`config.mk`:
```
export PLATFORM = sky130hd
export DESIGN_NAME = uart_rx_ctrl
export DESIGN_NICKNAME = d
export VERILOG_FILES = /design/src/rtl/uart_rx_ctrl_pkg.sv /design/src/rtl/uart_sync_fifo.sv /design/src/rtl/uart_rx_ctrl.sv
export SDC_FILE = /design/constraint.sdc
export NUM_CORES = 1
export LEC_CHECK = 0
export CAP_MARGIN = 5
export CORE_MARGIN = 1.5
export CORE_UTILIZATION = 40
export DETAILED_ROUTE_END_ITERATION = 10
export GPL_ROUTABILITY_DRIVEN = 0
export PLACE_DENSITY_LB_ADDON = 0.25
export RECOVER_POWER = 25
export SYNTH_ARGS = -nofsm -noshare
export SYNTH_HDL_FRONTEND = slang
export SYNTH_HIERARCHICAL = 1
export SYNTH_SLANG_ARGS = --single-unit
```
`constraint.sdc`:
```
create_clock -name clk -period 4.5 [get_ports clk]
set_input_delay 0.675 -clock clk [delete_from_list [all_inputs] [get_ports clk]]
set_output_delay 0.675 -clock clk [all_outputs]
set_load 0.01 [all_outputs]
```
`src/rtl/uart_rx_ctrl_pkg.sv`:
```
// Shared types and constants for the UART receive controller.
// Latency: none (declarations only).
// Backpressure: not applicable.
package uart_rx_ctrl_pkg;

    typedef enum logic [1:0] {
        ST_OFF    = 2'd0,
        ST_ACTIVE = 2'd1,
        ST_DRAIN  = 2'd2,
        ST_HOLD   = 2'd3
    } state_t;

    // Width of the status counters that exist when statistics are compiled in.
    localparam int CNT_W = 16;

    // FIFO pointers carry one extra wrap bit above the address bits.
    function automatic int ptr_w(input int depth);
        return $clog2(depth) + 1;
    endfunction

endpackage

```
`src/rtl/uart_sync_fifo.sv`:
```
// Single-clock byte FIFO with wrap-bit pointers and a combinational head.
// Latency: a push is visible at the head one cycle later; pop takes effect on the same edge.
// Backpressure: push while full is ignored unless a pop frees the slot on the same edge.
module uart_sync_fifo
    import uart_rx_ctrl_pkg::*;
#(
    parameter int DATA_W = 8,
    parameter int DEPTH  = 8
) (
    input  logic                      clk,
    input  logic                      rst_n,
    input  logic                      flush,
    input  logic                      push,
    input  logic [DATA_W-1:0]         push_data,
    input  logic                      pop,
    output logic                      full,
    output logic                      empty,
    output logic [ptr_w(DEPTH)-1:0]   count,
    output logic [DATA_W-1:0]         head
);
    localparam int AW = $clog2(DEPTH);
    localparam int PW = ptr_w(DEPTH);

    logic [DATA_W-1:0] mem [DEPTH];
    logic [PW-1:0]     wr_ptr;
    logic [PW-1:0]     rd_ptr;
    logic              do_push;
    logic              do_pop;

    assign empty   = (wr_ptr == rd_ptr);
    assign full    = (wr_ptr[AW] != rd_ptr[AW]) && (wr_ptr[AW-1:0] == rd_ptr[AW-1:0]);
    assign count   = wr_ptr - rd_ptr;
    assign head    = mem[rd_ptr[AW-1:0]];
    // A pop on an empty FIFO is meaningless; a pop frees room for a push on a full one.
    assign do_pop  = pop && !empty;
    assign do_push = push && (!full || do_pop);

    // Pointer update; flush discards all contents at once.
    always_ff @(posedge clk or negedge rst_n) begin
        if (!rst_n) begin
            wr_ptr <= '0;
            rd_ptr <= '0;
        end else if (flush) begin
            wr_ptr <= '0;
            rd_ptr <= '0;
        end else begin
            if (do_push) wr_ptr <= wr_ptr + 1'b1;
            if (do_pop)  rd_ptr <= rd_ptr + 1'b1;
        end
    end

    // Storage write; contents need no reset because empty masks them.
    always_ff @(posedge clk) begin
        if (do_push && !flush) mem[wr_ptr[AW-1:0]] <= push_data;
    end

endmodule

```
`src/rtl/uart_rx_ctrl.sv`:
```
// Sequences a UART receiver: buffers completed bytes, recovers from errors (idle wait, reset pulse).
// Latency: done edge to m_valid is one cycle; error to DRAIN is one cycle. Optional stats: UART_RX_CTRL_STATS_EN.
// Backpressure: m_ready stalls the head; a byte arriving while full is dropped and flagged in overflow.
module uart_rx_ctrl
    import uart_rx_ctrl_pkg::*;
#(
    parameter int DATA_W     = 8,
    parameter int FIFO_DEPTH = 8,
    parameter int IDLE_TICKS = 160,
    parameter int RST_CYCLES = 4
) (
    input  logic                          clk,
    input  logic                          rst_n,
    input  logic                          rx_en,
    input  logic                          tick,
    input  logic                          rx_line,
    input  logic                          rxu_done,
    input  logic [DATA_W-1:0]             rxu_dout,
    input  logic                          rxu_error,
    output logic                          rxu_rst_n,
    output logic                          m_valid,
    output logic [DATA_W-1:0]             m_data,
    input  logic                          m_ready,
    output logic                          overflow,
    input  logic                          clr_status,
    output logic [1:0]                    state,
    output logic [$clog2(FIFO_DEPTH):0]   fifo_count
`ifdef UART_RX_CTRL_STATS_EN
    ,
    output logic [CNT_W-1:0]              err_cnt,
    output logic [CNT_W-1:0]              drop_cnt
`endif
);
    localparam int IDLE_W = $clog2(IDLE_TICKS + 1);
    localparam int HOLD_W = $clog2(RST_CYCLES + 1);
    localparam logic [IDLE_W-1:0] IDLE_LAST = IDLE_W'(IDLE_TICKS - 1);
    localparam logic [HOLD_W-1:0] HOLD_LAST = HOLD_W'(RST_CYCLES - 1);

    state_t            state_q;
    state_t            state_d;
    logic              line_s1;
    logic              line_s2;
    logic              done_q;
    logic              rst_q;
    logic              overflow_q;
    logic [IDLE_W-1:0] idle_cnt;
    logic [HOLD_W-1:0] hold_cnt;
    logic              idle_done;
    logic              push;
    logic              pop;
    logic              drop;
    logic              full;
    logic              empty;
    logic [DATA_W-1:0] head;

    // Bytes are only taken while running; an enable drop in the same cycle wins.
    assign push      = rxu_done && !done_q && (state_q == ST_ACTIVE) && rx_en;
    assign pop       = m_valid && m_ready;
    assign drop      = push && full && !pop;
    assign idle_done = (state_q == ST_DRAIN) && tick && line_s2 && (idle_cnt == IDLE_LAST);

    assign m_valid   = !empty;
    assign m_data    = empty ? '0 : head;
    assign rxu_rst_n = rst_q;
    assign overflow  = overflow_q;
    assign state     = state_q;

    // Next-state selection; losing the enable overrides every other transition.
    always_comb begin
        state_d = state_q;
        if (!rx_en) begin
            state_d = ST_OFF;
        end else begin
            case (state_q)
                ST_OFF:    state_d = ST_ACTIVE;
                ST_ACTIVE: if (rxu_error) state_d = ST_DRAIN;
                ST_DRAIN:  if (idle_done) state_d = ST_HOLD;
                ST_HOLD:   if (hold_cnt == HOLD_LAST) state_d = ST_ACTIVE;
                default:   state_d = ST_OFF;
            endcase
        end
    end

    // State register plus receiver reset, registered from the upcoming state.
    always_ff @(posedge clk or negedge rst_n) begin
        if (!rst_n) begin
            state_q <= ST_OFF;
            rst_q   <= 1'b0;
        end else begin
            state_q <= state_d;
            rst_q   <= (state_d == ST_ACTIVE) || (state_d == ST_DRAIN);
        end
    end

    // Line synchronizer (idles high) and done-level edge detector.
    always_ff @(posedge clk or negedge rst_n) begin
        if (!rst_n) begin
            line_s1 <= 1'b1;
            line_s2 <= 1'b1;
            done_q  <= 1'b0;
        end else begin
            line_s1 <= rx_line;
            line_s2 <= line_s1;
            done_q  <= rxu_done;
        end
    end

    // Idle qualification in DRAIN and reset-pulse length in HOLD.
    always_ff @(posedge clk or negedge rst_n) begin
        if (!rst_n) begin
            idle_cnt <= '0;
            hold_cnt <= '0;
        end else begin
            if (state_q != ST_DRAIN || !line_s2 || idle_done) idle_cnt <= '0;
            else if (tick)                                    idle_cnt <= idle_cnt + 1'b1;

            if (state_q == ST_HOLD && state_d == ST_HOLD) hold_cnt <= hold_cnt + 1'b1;
            else                                          hold_cnt <= '0;
        end
    end

    // Sticky overflow; a new drop beats a simultaneous clear.
    always_ff @(posedge clk or negedge rst_n) begin
        if (!rst_n)          overflow_q <= 1'b0;
        else if (drop)       overflow_q <= 1'b1;
        else if (clr_status) overflow_q <= 1'b0;
    end

    uart_sync_fifo #(
        .DATA_W (DATA_W),
        .DEPTH  (FIFO_DEPTH)
    ) u_fifo (
        .clk       (clk),
        .rst_n     (rst_n),
        .flush     (!rx_en),
        .push      (push),
        .push_data (rxu_dout),
        .pop       (pop),
        .full      (full),
        .empty     (empty),
        .count     (fifo_count),
        .head      (head)
    );

`ifdef UART_RX_CTRL_STATS_EN
    logic err_evt;
    assign err_evt = (state_q == ST_ACTIVE) && (state_d == ST_DRAIN);

    // Saturating event counters; an event coinciding with a clear counts as one.
    always_ff @(posedge clk or negedge rst_n) begin
        if (!rst_n) begin
            err_cnt  <= '0;
            drop_cnt <= '0;
        end else if (clr_status) begin
            err_cnt  <= err_evt ? CNT_W'(1) : '0;
            drop_cnt <= drop    ? CNT_W'(1) : '0;
        end else begin
            if (err_evt && err_cnt  != '1) err_cnt  <= err_cnt  + CNT_W'(1);
            if (drop    && drop_cnt != '1) drop_cnt <= drop_cnt + CNT_W'(1);
        end
    end
`endif

endmodule

```
==> flow_summary.json <==
{
  "status": "finished clean",
  "die_h_um": 102,
  "nets": 332,
  "path_cells": "inv_2 -> ha_1 -> nand3_1 -> nor2_1 -> nor2b_1 -> clkdlybuf4s50_1",
  "syn2layout_area_growth_pct": 18.0,
  "nFillCells": 803,
  "slowest_delay_ns": 0.55,
  "crit_type": "reg2out",
  "peakVddDrop_mv": 0.159,
  "clk_pin_slew_ns": 0.10,
  "ctsLongestPathBuffers": 2,
  "vias_per_cell": 4.97,
  "drt-total-wl_um": 7380,
  "synthDistinctLibCells": 39,
  "finalCritPeriodShare_pct": 79.1,
  "cts_resized": 0,
  "synth_common_cells": "edfxtp_1 (64), nand2_1 (32), dfrtp_1 (24), nor2_1 (24), mux4_2 (16)",
  "synthesis.nets": 288,
  "antenna_found_initial": 0,
  "drc": 0,
  "grt_max_degree": 22,
  "dr_total_vias": 2181,
  "drive_gt1_share_pct": 15.2,
  "overflow": 0,
  "io_pins": 34,
  "critPathSlowestCell": "nor2_1",
  "critPathBufInv": 2,
  "worst_setup_path_end_kind": "output pin",
  "synth_edf_count": 64,
  "clock_sinks": 90,
  "grt_pass1_vias": 2367,
  "yosysTopAreaCellShare_pct": 49.4,
  "initial_core_util_pct": 41.7,
  "dr.pass1.iters": 5,
  "cts_hold_buf": 0,
  "synth_seq_cells": 90,
  "hp-class": "reg2reg",
  "die-width_um": 102,
  "synth-main-ff-cell": "edfxtp_1",
  "antenna_cells": 0,
  "fin_cells": 439,
  "skew_ns": 0.0125,
  "syn-cell-area_um2": 3890,
  "hold_ws_ns": 0.362,
  "slew_violations": 0,
  "post-place-ws_ns": 1.13,
  "slew_headroom_pct": 46.2,
  "dieArea_um2": 10300,
  "num_rows": 35,
  "cp.required_ns": 3.83,
  "numPortBuffers": 33,
  "rsz0062_at_grt": "no",
  "yosys_warnings": 6,
  "core_um2": 9330,
  "root_buffer": "clkbuf_8",
  "place_hpwl_um": 5030,
  "wl_per_cell_um": 16.8,
  "fin_ws_ns": 0.940,
  "finalSetupViolCount": 0,
  "grt_pass1_wl_um": 12400,
  "drv_cap": 0,
  "cts_buffers": 9,
  "seq_area_frac_synth_pct": 66.1,
  "crit_family": "simple AND/OR/NAND/NOR gates",
  "dp.cells": 423,
  "htree_levels": 3,
  "tritoncts": "built",
  "leakage_nw": 1.65,
  "worst_pin_slew_ns": 0.803,
  "synth_area_per_cell_um2": 14.9,
  "post-cts-setup-buffers": 0,
  "period_minus_slack_ns": 3.56,
  "yosys.cell_count.top_type": "edfxtp_1",
  "post-synth-top-area-cell": "edfxtp_1",
  "fmax_mhz": 281,
  "start_kind": "register",
  "cp_max_fo": 10,
  "hold_viol": 0,
  "clk_latency_ns": 0.36,
  "grt_usage_pct": 16.3,
  "drtAntennaViolNets": 0,
  "p_total_w": 0.00148,
  "power_density_nw_per_um2": 322,
  "async_flop_share_pct": 28.9,
  "fin_setup_tns_ns": 0,
  "synthCells": 261,
  "crit_arrival_ns": 2.88,
  "drt_iter0_drc": 90,
  "synth.area.top_cells": "edfxtp_1 (49%), dfrtp_1 (15%), mux4_2 (9.3%), nand2_1 (3.1%), ha_1 (2.9%)"
}
flip-flops by register name (all words and copies together), names as in the netlist:
| name | cells |
|---|---|
| line_s2 | 1 |
| done_q | 1 |
| overflow | 1 |
| u_fifo/mem | 64 |
| rxu_rst_n | 1 |
| line_s1 | 1 |
| state | 2 |
| u_fifo/rd_ptr | 4 |
| idle_cnt | 8 |
| u_fifo/wr_ptr | 4 |
| hold_cnt | 3 |
routing by layer:
layer  vias up  share of wire, %  GRT usage [%]
li1       1050                 -              -
met1      1084                49           23.0
met2        38                47           25.2
met3         9               2.9           2.97
met4         0               1.3           6.73
met5         -                 0              0
placed cells by master (no fill, tap or decap), types with 2 or more instances in the layout:
| master | instances |
|---|---|
| xnor2_1 | 5 |
| o31ai_4 | 2 |
| clkdlybuf4s50_1 | 23 |
| buf_4 | 6 |
| dfrtp_1 | 24 |
| mux4_2 | 16 |
| nand2_1 | 32 |
| or3_1 | 5 |
| clkbuf_8 | 9 |
| o21ai_0 | 6 |
| mux2i_1 | 3 |
| nor2_1 | 24 |
| dlygate4sd3_1 | 10 |
| ha_1 | 9 |
| nor4_1 | 2 |
| nand3b_1 | 2 |
| inv_6 | 3 |
| dfstp_2 | 2 |
| nand3_1 | 5 |
| nand4_2 | 2 |
| edfxtp_1 | 64 |
| inv_1 | 13 |
| a21oi_1 | 4 |
| xor2_1 | 7 |
| nor3_1 | 2 |
| nor2b_1 | 11 |
cells by family after synthesis:
group	synth area share (%)
buf+inv	2.15
xor+xnor	3.12
mux	10.0
flops	66.1
simple gates	11.5
compound gates	3.70
fa+ha+maj	3.41
cell type report:
type / count / area [um2] / share of cell area [%]
inverters: 14 / 52.6 / 1.14
flip-flops and latches: 90 / 2570 / 56.1
repair buffers: 39 / 375 / 8.17
multi-input cells: 151 / 1230 / 26.9
well taps: 129 / 161 / 3.51
clock inverters: 7 / 70.1 / 1.53
clock buffers: 9 / 124 / 2.70
final timing paths:
check                                              from                    endpoint  slack (ns)  cells past startpoint
max                        u_fifo/rd_ptr[2]$_DFFE_PN0P_                   m_data[5]        0.94                      6
min                                   line_s1$_DFF_PN1_           line_s2$_DFF_PN1_        0.36                      0
max reg2reg                u_fifo/rd_ptr[2]$_DFFE_PN0P_  u_fifo/mem[2][6]$_DFFE_PP_        1.14                      9
min reg2reg                           line_s1$_DFF_PN1_           line_s2$_DFF_PN1_        0.36                      0
max in group asynchronous                         rst_n           line_s2$_DFF_PN1_        3.09                      2
min in group asynchronous                         rst_n            done_q$_DFF_PN0_        0.74                      1
stage by stage:
| stage | util (%) | cell area (um2) |
|---|---|---|
| 4_1_cts | 49.2 | 4590 |
| 6_report | 49.2 | 4590 |
| 2_1_floorplan | - | 3890 |
| 3_5_place_dp | 47.2 | 4400 |
| 3_3_place_gp | 47.2 | 4400 |
| 5_1_grt | 49.2 | 4590 |
worst reg2reg max path, stage by stage (launching register included):
cell and delay, ns:
dfrtp_1 0.52, inv_2 0.17, ha_1 0.35, nand3_1 0.30, nor2_1 0.24, nor2b_1 0.16, buf_4 0.18, nor3_1 0.08
or3_1 0.36, nor2_1 0.65
power breakdown:
part | total [W] | internal, W | switching (W)
registers | 0.000899 | 0.000895 | 0.00000461
logic | 0.0000614 | 0.0000283 | 0.0000331
clock network | 0.000520 | 0.000216 | 0.000305
(Power assumes the default switching activity.)
